[config.mk]
export PLATFORM = sky130hd
export DESIGN_NAME = reg_file_tagged
export DESIGN_NICKNAME = d
export VERILOG_FILES = /design/src/rtl/reg_file_tagged.sv
export SDC_FILE = /design/constraint.sdc
export NUM_CORES = 2
export LEC_CHECK = 0
export BUFFER_PORTS_ARGS = -buffer_cell sky130_fd_sc_hd__buf_4
export CORE_MARGIN = 1.5
export CORE_UTILIZATION = 29
export DETAILED_ROUTE_END_ITERATION = 8
export GPL_TIMING_DRIVEN = 0
export HOLD_SLACK_MARGIN = 0.15
export PLACE_DENSITY = 0.53
export SYNTH_ARGS = -nofsm -noshare
export SYNTH_HDL_FRONTEND = slang
export SYNTH_SLANG_ARGS = --single-unit
[constraint.sdc]
create_clock -name clk -period 89.2 [get_ports clk]
set_input_delay 13.38 -clock clk [delete_from_list [all_inputs] [get_ports clk]]
set_output_delay 13.38 -clock clk [all_outputs]
set_load 0.01 [all_outputs]
[src/rtl/reg_file_tagged.sv]
// Architectural register file with per-register busy bit and pending ROB tag.
// Issue allocates a producer tag, commit writes data and releases a matching tag.
module reg_file_tagged #(
    parameter int unsigned XLEN = 32,
    parameter int unsigned NREG = 32,
    parameter int unsigned AW   = 5,
    parameter int unsigned TAGW = 4,
    parameter int unsigned NRD  = 2
) (
    input  logic                 clk,
    input  logic                 rst,
    input  logic                 flush,
    input  logic                 iss_en,
    input  logic [AW-1:0]        iss_rd,
    input  logic [TAGW-1:0]      iss_tag,
    input  logic                 cm_en,
    input  logic [AW-1:0]        cm_rd,
    input  logic [TAGW-1:0]      cm_tag,
    input  logic [XLEN-1:0]      cm_data,
    input  logic [NRD*AW-1:0]    rd_addr,
    output logic [NRD*XLEN-1:0]  rd_data,
    output logic [NRD-1:0]       rd_busy,
    output logic [NRD*TAGW-1:0]  rd_tag,
    output logic [AW:0]          busy_cnt
);

    localparam int unsigned CW = AW + 1;

    logic [NREG-1:0][XLEN-1:0] data_q;
    logic [NREG-1:0][TAGW-1:0] tag_q;
    logic [NREG-1:0]           busy_q;

    logic iss_wr;
    logic cm_wr;
    logic cm_clr;
    logic cnt_inc;
    logic cnt_dec;

    // Write qualifiers; x0 is never written, and issue overrides a same-register release.
    always_comb begin
        iss_wr  = iss_en && (iss_rd != '0) && !flush;
        cm_wr   = cm_en && (cm_rd != '0);
        cm_clr  = cm_wr && busy_q[cm_rd] && (tag_q[cm_rd] == cm_tag);
        cnt_inc = iss_wr && !busy_q[iss_rd];
        cnt_dec = cm_clr && !(iss_wr && (iss_rd == cm_rd));
    end

    always_ff @(posedge clk or posedge rst) begin
        if (rst) begin
            data_q   <= '0;
            tag_q    <= '0;
            busy_q   <= '0;
            busy_cnt <= '0;
        end else begin
            if (cm_wr) begin
                data_q[cm_rd] <= cm_data;
            end
            if (flush) begin
                busy_q   <= '0;
                busy_cnt <= '0;
            end else begin
                if (cm_clr) begin
                    busy_q[cm_rd] <= 1'b0;
                end
                if (iss_wr) begin
                    busy_q[iss_rd] <= 1'b1;
                    tag_q[iss_rd]  <= iss_tag;
                end
                busy_cnt <= busy_cnt + CW'(cnt_inc) - CW'(cnt_dec);
            end
        end
    end

    // Read ports: commit data bypass, busy released early on a matching commit tag.
    always_comb begin
        logic [AW-1:0] a;
        rd_data = '0;
        rd_busy = '0;
        rd_tag  = '0;
        a       = '0;
        for (int k = 0; k < NRD; k++) begin
            a = rd_addr[k*AW +: AW];
            if (!rst && (a != '0)) begin
                rd_tag[k*TAGW +: TAGW] = tag_q[a];
                if (cm_en && (cm_rd == a)) begin
                    rd_data[k*XLEN +: XLEN] = cm_data;
                    rd_busy[k]              = busy_q[a] && (tag_q[a] != cm_tag);
                end else begin
                    rd_data[k*XLEN +: XLEN] = data_q[a];
                    rd_busy[k]              = busy_q[a];
                end
            end
        end
    end

endmodule

==> results.txt <==
The flow ran to the end, but the final reports show violations. The checks that failed: max-capacitance violations, max-slew violations. The detailed router finished its first iteration with 8231 violations. The count of maximum capacitance violations came out at 30. The critical path startpoint category is a primary input. For this configuration, the core starts out at a cell density of 0.292. The area of the core came out at 230000 µm². The clock tree root buffer cell is clkbuf_16. The final worst slack came out at 55790 ps. The number of gates given a new drive strength after cts came out at 0.

The total wire length is 334000 µm. The worst-path maximum fanout is 10. The relative slew slack came out at -0.166.

The later pin in the worst-skew pair is clocked with a latency of 870 ps. The I/O pin total came out at 145. By area the synthesized netlist is led by dfrtp_1, mux2_2, mux4_2, mux2i_1, clkbuf_1. For this run, the register share of the synthesized area comes to 0.442. The post-DP HPWL came out at 229000 µm. Among all stages on the critical path, the largest delay is contributed by clkbuf_1. The count of buffers added on input and output ports is 131. The number of instances in the placed design came out at 8427. The commonest cells after synthesis are mux2_2, dfrtp_1, mux2i_1.

The critical path data required time is 75820 ps. The wire length per cell came out at 38.4 µm. The worst path needs 33410 ps of the cycle, external delays included.

The horizontal die dimension is 485 µm. The number of remaining DRC errors came out at 0. The die covers 235000 µm². The setup check on the worst reg-to-reg path leaves a slack of 84780 ps.

The min-delay analysis places its worst path in the category reg2reg. The share of synthesized area in the top cell type comes to 0.442. The total count of hold-check failures in the final report is 0.

The signal on the critical path passes through clkbuf_1 > clkbuf_1 > nor2_1 > clkbuf_1 > clkbuf_1 > nand2_1 > o21ai_2 > clkbuf_1 > a21oi_1 > buf_4. The summed negative setup slack over all endpoints came out at 0 ps. In this run the cell area of the synthesized design comes to 67300 µm². In this run the mean area of a mapped cell was 12.8 µm². The global-route usage over all layers is 0.277.

The clock slew at the register clock pins of the worst setup and hold paths is 50 ps. The number of setup buffers added after CTS is 0. Clock tree synthesis inserted a total of 146 buffers. The analysis attributes to cell leakage a power of 32.7 nW. Detailed routing inserted a total of 53842 vias. The maximum number of buffers from clock root to sink is 3.

The most prevalent standard cell on the critical path is clkbuf_1. OpenSTA, run right after detailed placement, puts the worst setup slack at 56370 ps. From synthesis to final layout, the design area changed by 15.5%. The number of non-filler instances in the completed layout is 8713. The worst clock skew is 54.2 ps. TritonCTS built the clock tree. The via count of the first global-routing pass came to 52762.

The number of unique standard cell types used by synthesis is 64. The final-report setup violation count came out at 0. For this design, the CTS-stage hold fixing added 0 buffers. IR analysis of the VDD net gives a maximum drop of 0.0000229 V. The routed via count divided by cell count came out at 6.18. The total of warnings raised by yosys is 0. The leading register cell type out of synthesis is dfrtp_1. The measured slew at the worst slew-check pin came out at 1750 ps. The gate count after technology mapping is 5252. The length of the first detailed-routing pass in iterations came out at 8. The cell area reported after detailed placement came out at 72600 µm².

The initial antenna violation count is 27. The final worst-path cycle share is 0.375. The first global-routing pass estimated 449000 µm of wire. The library cell with the largest summed area after synthesis is dfrtp_1. The die height came out at 485 µm. The number of levels in the clock H-tree is 4. The post-synthesis register bit count came out at 1190. The power per cell area is 22.1 nW/µm².

The maximum number of pins on one net before global-route repair is 123. The synthesized net count came out at 5324. The final layout net count is 5623. The count of nets left with antenna violations after detail routing came out at 0. mux2_2 is the most common cell in the netlist. Of all flip-flops after synthesis, the portion carrying an async set or reset was 1.00.

The post-route cell area is 77700 µm². The path type of the worst setup path is in2out. CTS saw 1190 sinks. At the worst endpoint, the arrival time is 20030 ps.

STA classifies the critical path endpoint as an output pin. The congestion estimate from routability-driven global placement came to 0.993. The fmax is 29.9 MHz.

Of the cells placed in the final design, the portion with a size suffix greater than 1 is 0.379. Setup repair after global routing left no endpoint under its margin. The number of cell rows is 176.

In this run, synthesis inferred 0 flip-flops with an integrated enable. The total overflow left after global routing is 0. The filler cell count in the final layout is 22850. The final-report max-slew violation count came out at 258.

The stage delay of the slowest cell on the critical path came out at 1170 ps.
[flip-flops by register name (all words and copies together), names as in the netlist]
signal	flops
busy_cnt	6
busy_q	32
data_q	1024
tag_q	128
[layout make-up]
type | instances | area [µm²] | share of cell area
inverters | 16 | 67.6 | 0.000869
clock buffers | 209 | 4150 | 0.0534
well taps | 3026 | 3790 | 0.0487
plain buffers | 562 | 2360 | 0.0303
multi-input cells | 3484 | 35200 | 0.453
repair buffers | 151 | 1440 | 0.0185
diodes | 24 | 60.1 | 0.000772
clock inverters | 51 | 886 | 0.0114
flip-flops and latches | 1190 | 29800 | 0.383
[routing by layer]
metal | global-route usage | up-vias | share of wire | wire length, µm
met5 | 0.00122 | - | 0.0014 | 476
met4 | 0.178 | 32 | 0.073 | 24400
met3 | 0.102 | 1072 | 0.12 | 39900
met2 | 0.394 | 3825 | 0.42 | 140000
met1 | 0.352 | 28257 | 0.39 | 130000
li1 | - | 20656 | - | -
[path summary, 6_finish.rpt]
check | startpoint | end | cells after the start
worst max-delay path | rd_addr[6] | rd_data[37] | 10
worst min-delay path | data_q[28] | data_q[28] | 1
worst max register to register | tag_q[86] | busy_cnt[5] | 17
worst min register to register | data_q[28] | data_q[28] | 1
max in group asynchronous | rst | data_q[682] | 5
min in group asynchronous | rst | tag_q[117] | 2
[layout by cell type, fill, tap and decap left out, types with 16 or more instances in the layout]
cell / n
clkinv_2: 16
a21oi_1: 231
o211ai_1: 130
nand3_1: 20
mux2i_1: 473
buf_2: 90
xor2_1: 16
a221oi_1: 130
clkbuf_8: 26
mux4_2: 343
dfrtp_1: 1190
clkbuf_16: 146
o21ai_0: 196
nor2b_1: 24
clkbuf_1: 407
clkbuf_2: 47
mux2_2: 1249
buf_1: 39
o22ai_1: 26
nand2_1: 127
a22oi_1: 136
diode_2: 24
buf_4: 143
nor2_1: 204
[metrics by stage]
step           power (mW)  hold WS [ps]  utilization
6_report             1.72           482        0.338
5_1_grt              1.77           499        0.337
4_1_cts              1.71           488        0.337
3_5_place_dp         1.07           471        0.315
3_3_place_gp         1.06           463        0.313
2_1_floorplan       0.945           449            -
[worst max-delay path: cells and delay by family]
kind | cells | cell delay, ps
buffers and inverters | 6 | 4130
AO/OA/AOI/OAI | 2 | 1370
AND/OR/NAND/NOR | 2 | 1130
[power breakdown]
| group | total, mW | switching (mW) | internal, mW |
|---|---|---|---|
| combinational | 0.368 | 0.188 | 0.180 |
| sequential | 0.711 | 0.0745 | 0.636 |
| clock | 0.639 | 0.268 | 0.371 |
[logic make-up after synthesis]
family / synth area share
adder cells (fa/ha/maj): 0.00141
multiplexers: 0.395
buffers and inverters: 0.0348
flip-flops: 0.442
XOR/XNOR: 0.00377
AND/OR/NAND/NOR: 0.0319
AO/OA/AOI/OAI: 0.0907
Note: power is estimated with default switching activity, not from simulation.
